<file path="config.mk">
export PLATFORM = sky130hd
export DESIGN_NAME = fifo_modport_flat
export DESIGN_NICKNAME = d
export VERILOG_FILES = /design/src/rtl/fifo_pkg.sv /design/src/rtl/fifo_if.sv /design/src/rtl/fifo_mem.sv /design/src/rtl/fifo_modport.sv /design/src/flat_wrapper.sv
export SDC_FILE = /design/constraint.sdc
export NUM_CORES = 1
export LEC_CHECK = 0
export ABC_CLOCK_PERIOD_IN_PS = 3250
export BUFFER_PORTS_ARGS = -buffer_cell sky130_fd_sc_hd__buf_4
export CORE_ASPECT_RATIO = 0.5
export CORE_MARGIN = 2
export CORE_UTILIZATION = 36
export DETAILED_ROUTE_END_ITERATION = 6
export GPL_TIMING_DRIVEN = 1
export SLEW_MARGIN = 25
export SYNTH_ARGS = -nofsm -noshare
export SYNTH_HDL_FRONTEND = slang
export SYNTH_SLANG_ARGS = --single-unit
</file>
<file path="constraint.sdc">
create_clock -name wr_clk -period 3.25 [get_ports wr_clk]
set_clock_uncertainty 0.05 [all_clocks]
set_input_delay 0 -clock wr_clk [delete_from_list [all_inputs] [get_ports wr_clk]]
set_output_delay 0 -clock wr_clk [all_outputs]
set_load 0.005 [all_outputs]
</file>
<file path="src/rtl/fifo_pkg.sv">
// Shared defaults and address-width helper for the single-clock FIFO.
package fifo_pkg;

    localparam int WIDTH_DEF = 8;
    localparam int DEPTH_DEF = 16;

    function automatic int addr_w(input int depth);
        return $clog2(depth);
    endfunction

endpackage

</file>
<file path="src/rtl/fifo_if.sv">
// Write/read handshake bundle for the FIFO; slave is the FIFO side, master the producer/consumer side.
interface fifo_if
    import fifo_pkg::*;
#(
    parameter int WIDTH = WIDTH_DEF
);

    logic [WIDTH-1:0] din;
    logic             wr_en;
    logic             full;
    logic             almost_full;
    logic             wr_ack;
    logic             wr_err;
    logic             rd_en;
    logic [WIDTH-1:0] dout;
    logic             empty;
    logic             almost_empty;
    logic             rd_ack;
    logic             rd_err;

    modport master (
        output din, wr_en, rd_en,
        input  full, almost_full, wr_ack, wr_err,
        input  dout, empty, almost_empty, rd_ack, rd_err
    );

    modport slave (
        input  din, wr_en, rd_en,
        output full, almost_full, wr_ack, wr_err,
        output dout, empty, almost_empty, rd_ack, rd_err
    );

endinterface

</file>
<file path="src/rtl/fifo_mem.sv">
// DEPTH x WIDTH register array: synchronous write port, registered read port cleared by clear.
module fifo_mem
    import fifo_pkg::*;
#(
    parameter int WIDTH = WIDTH_DEF,
    parameter int DEPTH = DEPTH_DEF
) (
    input  logic                      clk,
    input  logic                      clear,
    input  logic                      we,
    input  logic [addr_w(DEPTH)-1:0]  waddr,
    input  logic [WIDTH-1:0]          wdata,
    input  logic                      re,
    input  logic [addr_w(DEPTH)-1:0]  raddr,
    output logic [WIDTH-1:0]          rdata
);

    logic [WIDTH-1:0] mem_r [DEPTH];

    // storage array write; contents are left untouched by clear
    always_ff @(posedge clk) begin
        if (we) begin
            mem_r[waddr] <= wdata;
        end
    end

    // read register; holds its value when no read is accepted
    always_ff @(posedge clk) begin
        if (clear) begin
            rdata <= {WIDTH{1'b0}};
        end else if (re) begin
            rdata <= mem_r[raddr];
        end
    end

endmodule

</file>
<file path="src/rtl/fifo_modport.sv">
// Single-clock FIFO with per-request ack/err; flags decode from a registered count.
// Optional DATA_COUNT_EN adds a data_count output mirroring the internal count.
module fifo_modport
    import fifo_pkg::*;
#(
    parameter int WIDTH = WIDTH_DEF,
    parameter int DEPTH = DEPTH_DEF
) (
    input  logic                     wr_clk,
    input  logic                     clear,
    fifo_if.slave                    fif
`ifdef DATA_COUNT_EN
    ,
    output logic [addr_w(DEPTH):0]   data_count
`endif
);

    localparam int AW = addr_w(DEPTH);
    localparam int PW = AW + 1;

    logic [PW-1:0] wr_ptr_r;
    logic [PW-1:0] rd_ptr_r;
    logic [PW-1:0] count_r;
    logic [PW-1:0] count_nxt_s;
    logic          wr_ack_r;
    logic          wr_err_r;
    logic          rd_ack_r;
    logic          rd_err_r;
    logic          full_s;
    logic          almost_full_s;
    logic          empty_s;
    logic          almost_empty_s;
    logic          wr_accept_s;
    logic          rd_accept_s;

    // status flags and acceptance decode from the current count
    always_comb begin
        full_s         = (count_r == PW'(DEPTH));
        almost_full_s  = (count_r >= PW'(DEPTH - 1));
        empty_s        = (count_r == {PW{1'b0}});
        almost_empty_s = (count_r <= PW'(1));
        wr_accept_s    = fif.wr_en & ~full_s;
        rd_accept_s    = fif.rd_en & ~empty_s;
    end

    // occupancy update; a simultaneous accepted write and read cancel out
    always_comb begin
        count_nxt_s = count_r;
        case ({wr_accept_s, rd_accept_s})
            2'b10:   count_nxt_s = count_r + PW'(1);
            2'b01:   count_nxt_s = count_r - PW'(1);
            default: count_nxt_s = count_r;
        endcase
    end

    // pointers, count and per-request responses
    always_ff @(posedge wr_clk) begin
        if (clear) begin
            wr_ptr_r <= {PW{1'b0}};
            rd_ptr_r <= {PW{1'b0}};
            count_r  <= {PW{1'b0}};
            wr_ack_r <= 1'b0;
            wr_err_r <= 1'b0;
            rd_ack_r <= 1'b0;
            rd_err_r <= 1'b0;
        end else begin
            count_r  <= count_nxt_s;
            if (wr_accept_s) begin
                wr_ptr_r <= wr_ptr_r + PW'(1);
            end
            if (rd_accept_s) begin
                rd_ptr_r <= rd_ptr_r + PW'(1);
            end
            wr_ack_r <= wr_accept_s;
            wr_err_r <= fif.wr_en & full_s;
            rd_ack_r <= rd_accept_s;
            rd_err_r <= fif.rd_en & empty_s;
        end
    end

    fifo_mem #(
        .WIDTH (WIDTH),
        .DEPTH (DEPTH)
    ) u_mem (
        .clk   (wr_clk),
        .clear (clear),
        .we    (wr_accept_s & ~clear),
        .waddr (wr_ptr_r[AW-1:0]),
        .wdata (fif.din),
        .re    (rd_accept_s & ~clear),
        .raddr (rd_ptr_r[AW-1:0]),
        .rdata (fif.dout)
    );

    assign fif.full         = full_s;
    assign fif.almost_full  = almost_full_s;
    assign fif.empty        = empty_s;
    assign fif.almost_empty = almost_empty_s;
    assign fif.wr_ack       = wr_ack_r;
    assign fif.wr_err       = wr_err_r;
    assign fif.rd_ack       = rd_ack_r;
    assign fif.rd_err       = rd_err_r;

`ifdef DATA_COUNT_EN
    assign data_count = count_r;
`endif

endmodule

</file>
<file path="src/flat_wrapper.sv">
// flat-port wrapper written by rule: the top's interface ports become plain ports
module fifo_modport_flat import fifo_pkg::*;
#(
    parameter int WIDTH = WIDTH_DEF,
    parameter int DEPTH = DEPTH_DEF
)
  (wr_clk, clear, fif_din, fif_wr_en, fif_rd_en, fif_full, fif_almost_full, fif_wr_ack, fif_wr_err, fif_dout, fif_empty, fif_almost_empty, fif_rd_ack, fif_rd_err);
  fifo_if #(.WIDTH(WIDTH)) fif_i ();
  input  logic wr_clk;
  input  logic clear;
  input wire logic [$bits(fif_i.din)-1:0] fif_din;
  input wire logic [$bits(fif_i.wr_en)-1:0] fif_wr_en;
  input wire logic [$bits(fif_i.rd_en)-1:0] fif_rd_en;
  output wire logic [$bits(fif_i.full)-1:0] fif_full;
  output wire logic [$bits(fif_i.almost_full)-1:0] fif_almost_full;
  output wire logic [$bits(fif_i.wr_ack)-1:0] fif_wr_ack;
  output wire logic [$bits(fif_i.wr_err)-1:0] fif_wr_err;
  output wire logic [$bits(fif_i.dout)-1:0] fif_dout;
  output wire logic [$bits(fif_i.empty)-1:0] fif_empty;
  output wire logic [$bits(fif_i.almost_empty)-1:0] fif_almost_empty;
  output wire logic [$bits(fif_i.rd_ack)-1:0] fif_rd_ack;
  output wire logic [$bits(fif_i.rd_err)-1:0] fif_rd_err;
  assign fif_i.din = fif_din;
  assign fif_i.wr_en = fif_wr_en;
  assign fif_i.rd_en = fif_rd_en;
  assign fif_full = fif_i.full;
  assign fif_almost_full = fif_i.almost_full;
  assign fif_wr_ack = fif_i.wr_ack;
  assign fif_wr_err = fif_i.wr_err;
  assign fif_dout = fif_i.dout;
  assign fif_empty = fif_i.empty;
  assign fif_almost_empty = fif_i.almost_empty;
  assign fif_rd_ack = fif_i.rd_ack;
  assign fif_rd_err = fif_i.rd_err;
  fifo_modport #(.WIDTH(WIDTH), .DEPTH(DEPTH)) u_core (.wr_clk(wr_clk), .clear(clear), .fif(fif_i));
endmodule
</file>
* After elaboration in Yosys (flattened, before gate mapping)
Memories as Yosys holds them, arrays and structs flattened. A register that Yosys moved wholly into a read port is not among the register bits.
Index checks and enable logic that the tools add are counted.
** Cells by class
- Mux-type cells :: 3
- Reduce and logical (&&, ||, !) cells :: 2
- Add/sub/neg operators :: 4
- Order comparisons :: 2
- Bitwise logic cells :: 9
- Eq/ne operators :: 3
** Operators with widths (count)
- 5-bit by 1-bit adder with 5-bit output, second input constant :: 3
- 5-bit one-hot mux with 2 select lines :: 1
- 1-bit AND :: 6
- 5-bit equality test, second input constant :: 1
- 5-bit by 4-bit >= comparator with 1-bit output, second input constant :: 1
- 5-bit by 1-bit <= comparator with 1-bit output, second input constant :: 1
- 5-bit logical NOT :: 1
- 5-bit by 1-bit subtractor with 5-bit output, second input constant :: 1
- 1-bit NOT :: 3
- 2-bit by 1-bit equality test with 1-bit output, second input constant :: 1
- 2-bit equality test, second input constant :: 1
- 1-bit 2-to-1 mux :: 2
- 2-bit nonzero test :: 1
** Word-level totals
- Input port bits :: 12
- Memories :: 1
- Bits in registers :: 19
- Output and inout port bits :: 16
- Bits in writable memories :: 128
- Logic and storage cells :: 31
** Memory list
- u_core.u_mem.mem_r :: depth 16, width 8, read ports 1, clocked after Yosys merged registers in 1, write ports 1, RTL line fifo_mem.sv:18 : logic [WIDTH-1:0] mem_r [DEPTH];

* Depth between registers and ports, before layout
- Word-level depth :: 6
- Mapped depth :: 11
- Mapped depth without buffers :: 10

* Cells and area by module
Synthesis repeated with hierarchy kept, for this count alone.
** Unflattened totals
- Cell total of the unflattened synthesis :: 422
- Area, all modules :: 6256.0 µm²
** Modules (own cells, without submodules)
- fifo_mem :: cells each 316, seq. area each 4003.8 µm², area an instance 5343.9 µm², times used 1
- fifo_modport :: cells each 106, seq. area each 340.3 µm², area an instance 912.1 µm², times used 1

* Worst setup path after synthesis
No wires, ideal clock.
- Kind :: register to register
- From :: reg u_core.count_r[0]
- To :: mem u_core.u_mem.mem_r[0][0] (netlist name) (enable)
- Path buffers :: 0
- Clock period less this slack :: 2.399 ns
- Data required time :: 2.817 ns
- Arrival time :: 1.966 ns
- Setup slack :: 0.851 ns
- Library setup time :: 0.383 ns
- Cell stages (with the launch flop) :: 8
- Path through :: dfxtp_1 > inv_1 > ha_1 > nand4bb_1 > inv_1 > nor3b_4 > nand2_1 > nor3_1
** Between the ends
- Word-level cells in the longest chain between the ends :: 6
** RTL lines
- start, declared :: RTL line fifo_modport.sv:23 : logic [PW-1:0] count_r;
- start signal, assigned :: RTL line fifo_modport.sv:61 : count_r <= {PW{1'b0}};
- start signal, assigned :: RTL line fifo_modport.sv:67 : count_r <= count_nxt_s;
- 5-bit equality test :: RTL line fifo_modport.sv:38 : full_s = (count_r == PW'(DEPTH));
- net fif_full :: RTL line flat_wrapper.sv:14 : output wire logic [$bits(fif_i.full)-1:0] fif_full;
- 1-bit NOT :: RTL line fifo_modport.sv:42 : wr_accept_s = fif.wr_en & ~full_s;
- 1-bit AND :: RTL line fifo_modport.sv:42
- 1-bit AND :: RTL line fifo_modport.sv:87 : .we (wr_accept_s & ~clear),
- 1-bit 2-to-1 mux :: RTL line fifo_mem.sv:22 : if (we) begin
- 1-bit 2-to-1 mux (not written as such) :: RTL line fifo_mem.sv:23 : mem_r[waddr] <= wdata;
- end, declared :: RTL line fifo_mem.sv:18
The timed path passes the listed nets, and every way through them passes these cells.

* Final worst setup path
- From :: reg u_core.count_r[1]
- To :: reg u_core.count_r[2]
** Between the ends
- Word-level cells in the longest chain between the ends :: 5
- Elaborated cells between the ends (all ways) :: 12
- Those cells by class :: add/sub (2); eq/ne (3); mux (1); bitwise (4); reduce/logical (2)
** RTL lines
- 5-bit logical NOT (*) :: RTL line fifo_modport.sv:40 : empty_s = (count_r == {PW{1'b0}});
- 1-bit NOT (*) :: RTL line fifo_modport.sv:43 : rd_accept_s = fif.rd_en & ~empty_s;
- 1-bit AND (*) :: RTL line fifo_modport.sv:43
- net u_core.rd_accept_s :: RTL line fifo_modport.sv:34 : logic rd_accept_s;
- 2-bit by 1-bit equality test with 1-bit output / 2-bit equality test (equally long branches) :: RTL line fifo_modport.sv:49 : case ({wr_accept_s, rd_accept_s})
- 5-bit one-hot mux with 2 select lines / 2-bit nonzero test (equally long branches)
The timed path passes the listed nets; every way through them passes the cells marked *.
A chain may end at the register's enable or synchronous reset.

==> results.sh <==
export IMPL_outcome="finished, final reports clean"
export IMPL_path_clk_slew_ps=70
export IMPL_comb_power_share_pct=12.5
export IMPL_rows=34
export IMPL_clkLatencyLatePin_ps=420
export IMPL_post_synth_instance_area_sq_um=6290
export IMPL_worst_rel_slew_slack_pct=44.7
export IMPL_syn_nets=361
export IMPL_power_static_leakage_nw=2.52
export IMPL_routed_via_density=5.07
export IMPL_totalWireLength_microns=12800
export IMPL_cp_startpoint_kind="flip-flop"
export IMPL_antenna_found_initial=0
export IMPL_die_area_sq_um=18600
export IMPL_clock_sink_count=153
export IMPL_drt_iter0_markers=290
export IMPL_fp_dieH_microns=97.5
export IMPL_achievable_frequency_mhz=379
export IMPL_htree_num_levels=4
export IMPL_die_w_microns=191
export IMPL_ys_top_cells_by_count="128 x edfxtp_1, 25 x dfxtp_1, 24 x mux4_1"
export IMPL_cpPeakStageDelay_ps=510
export IMPL_layout_nets=418
export IMPL_antenna_cells=0
export IMPL_crit_path_frequent_cell="ha_1"
export IMPL_path_delay_family="simple AND/OR/NAND/NOR gates"
export IMPL_cell_chain_of_the_critical_path="inv_1, ha_1, or4b_4, nand2_4, inv_2, ha_1, or3_2, a21oi_1"
export IMPL_switchingPower_mw=1.32
export IMPL_initial_utilization_pct=36.5
export IMPL_dr_total_vias=3256
export IMPL_io_pin_count=28
export IMPL_gp_congestion=0.760
export IMPL_setup_repair_after_global_routing_missed_its_margin="false"
export IMPL_syn_inst=338
export IMPL_powerDensity_nw_per_um2=658
export IMPL_yosys_cell_count_top_type="edfxtp_1"
export IMPL_timing_setup_critical_path_class="reg -> reg"
export IMPL_detail_route_drc_violations=0
export IMPL_route_detailed_wl_per_inst_microns=20.0
export IMPL_post_cts_buffers=0
export IMPL_ff2ff_path_depth=8
export IMPL_grt_remaining_overflow=0
export IMPL_syn2layout_area_growth_pct=19.5
export IMPL_postRouteAntennaNets=0
export IMPL_clockRootBuffer="clkbuf_16"
export IMPL_netlist_area_leader_share_pct=61.1
export IMPL_post_synth_cell_types=48
export IMPL_totalNegativeSetupSlack_ps=0
export IMPL_critical_path_depth=8
export IMPL_nFillCells=1487
export IMPL_synthArstFlopShare_pct=0
export IMPL_timing_final_crit_share_pct=81.2
export IMPL_cp_arrival_ps=2940
export IMPL_proportion_of_synthesized_chip_area_in_sequential_cells_pct=69.1
export IMPL_max_clock_path_buffers=2
export IMPL_maximum_number_of_pins_on_one_net_before_global_route_repair=28
export IMPL_yosys_top_cells_area="edfxtp_1 61%, mux4_1 10%, dfxtp_1 8.0%"
export IMPL_worst_path_max_fanout=14
export IMPL_postSynthAreaPerCell_sq_um=18.6
export IMPL_core_area_sq_um=17200
export IMPL_finalSetupViolations=0
export IMPL_cts_hold_buffers=13
export IMPL_worstSetupEndpointType="flip-flop"
export IMPL_grt_pass1_wl_microns=19800
export IMPL_timing_critical_path_required_ps=3550
export IMPL_vias_in_the_first_global_route=3283
export IMPL_synth_top_area_cell="edfxtp_1"
export IMPL_timing_critical_path_buf_inv=2
export IMPL_cpMaxStageDelayCell="or4b_4"
export IMPL_grtUsageTotal_pct=14.8
export IMPL_time_the_worst_path_needs_with_i_o_delays_and_setup_ps=2640
export IMPL_flops_latches_synth=153
export IMPL_max_cap_violations=0
export IMPL_cts_inserted_buffers=17
export IMPL_timing_hold_worst_path_depth=2
export IMPL_number_of_enable_type_register_cells_in_the_synthesized_netlist=128
export IMPL_tritoncts_clock_tree="built"
export IMPL_dr_pass1_iters=4
export IMPL_post_route_cells_drive_above_1_share_pct=24.0
export IMPL_p_sw_share_pct=26.7
export IMPL_cell_internal_pwr_mw=3.63
export IMPL_fin_util_pct=43.6
export IMPL_power_clock_fraction_pct=40.7
export IMPL_slew_violations=0
export IMPL_port_buffers=27
export IMPL_tightestPinTransition_ps=828
export IMPL_detailedPlacementHpwl_microns=8160
export IMPL_ys_warnings_count=0
export IMPL_timing_final_hold_violations=0
export IMPL_hold_path_class="in -> reg"
export IMPL_cts_resized=0
export IMPL_p_seq_share_pct=46.8
export IMPL_ys_dominant_reg_cell="edfxtp_1"
export IMPL_vdd_ir_drop_max_mv=0.326
==> area by class of cell <==
class,count,area (sq um),share of cell area (%)
Clock buffer,17,425,5.66
Clock inverter,15,196,2.61
Inverter,8,30.0,0.400
Multi-Input combinational cell,158,1750,23.3
Sequential cell,153,4350,57.8
Tap cell,234,293,3.90
Timing Repair Buffer,57,473,6.29
==> state kept, by name, indices dropped and copies added, names as in the netlist <==
name and flops:
u_core.u_mem.mem_r 128, u_core.count_r 5, u_core.rd_ptr_r 4, u_core.wr_ptr_r 4, u_core.fif.rd_ack 1, u_core.fif.wr_ack 1
u_core.u_mem.rdata 8, u_core.fif.rd_err 1, u_core.fif.wr_err 1
==> path summary, 6_finish.rpt <==
kind | slack (ps) | to | startpoint
max reg2reg | 610 | u_core.count_r[2] | u_core.count_r[1]
max | 610 | u_core.count_r[2] | u_core.count_r[1]
min reg2reg | 490 | u_core.u_mem.rdata[0] | u_core.u_mem.rdata[0]
min | 400 | u_core.u_mem.mem_r[8][0] | fif_din[0]
==> logic make-up after synthesis <==
logic type	after synthesis	synth area share, %
and+or+nand+nor	70	6.58
AOI/OAI and AO/OA	20	2.35
muxes	49	15.6
buffers and inverters	27	3.10
DFF	153	69.1
xor gates and xnor gates	8	1.11
adders and majority gates	11	2.19
==> power by group through the flow <==
stage          Clock (mW)  Combinational [mW]  Sequential, mW
5_1_grt              2.14               0.682            2.32
3_5_place_dp            0               0.603            2.35
3_3_place_gp            0               0.595            2.36
2_1_floorplan           0               0.420            2.31
6_report             2.01               0.619            2.31
4_1_cts              2.05               0.624            2.31
==> placed cells by master, fill, tap and decap left out, types with 2 or more instances in the layout <==
cell type / n
mux4_1: 24
buf_4: 43
nor3b_1: 2
nand2_1: 9
inv_6: 3
clkinv_4: 2
dlygate4sd3_1: 13
ha_1: 11
mux4_2: 8
nand2b_1: 3
a21oi_1: 6
o21ai_0: 2
nand3_1: 5
nand3b_1: 8
inv_1: 7
nor2_1: 22
clkinv_8: 5
or3_2: 2
xnor2_1: 3
edfxtp_1: 128
xor2_1: 5
dfxtp_1: 24
inv_8: 3
o221ai_1: 7
nor3_1: 4
mux2i_1: 17
clkbuf_16: 17
==> routing by layer <==
metal,vias to the layer above,GRT usage (%),routed length [microns]
li1,1482,-,-
met2,104,21.7,5770
met5,-,0,0
met1,1656,20.8,6140
met3,14,4.26,704
met4,0,5.49,216
==> through the flow <==
step | instance area [sq um] | power [mW] | hold WS [ps] | setup slack [ps] | instances
final | 7510 | 4.95 | 400 | 611 | 642
after global routing | 7510 | 5.15 | 402 | 370 | 642
after CTS | 7510 | 4.99 | 384 | 611 | 642
after detailed placement | 6760 | 2.96 | 266 | 631 | 597
after global placement | 6760 | 2.95 | 271 | 698 | 597
after floorplan | 6290 | 2.73 | 35.2 | 851 | 338
Note: power is estimated with default switching activity, not from simulation.
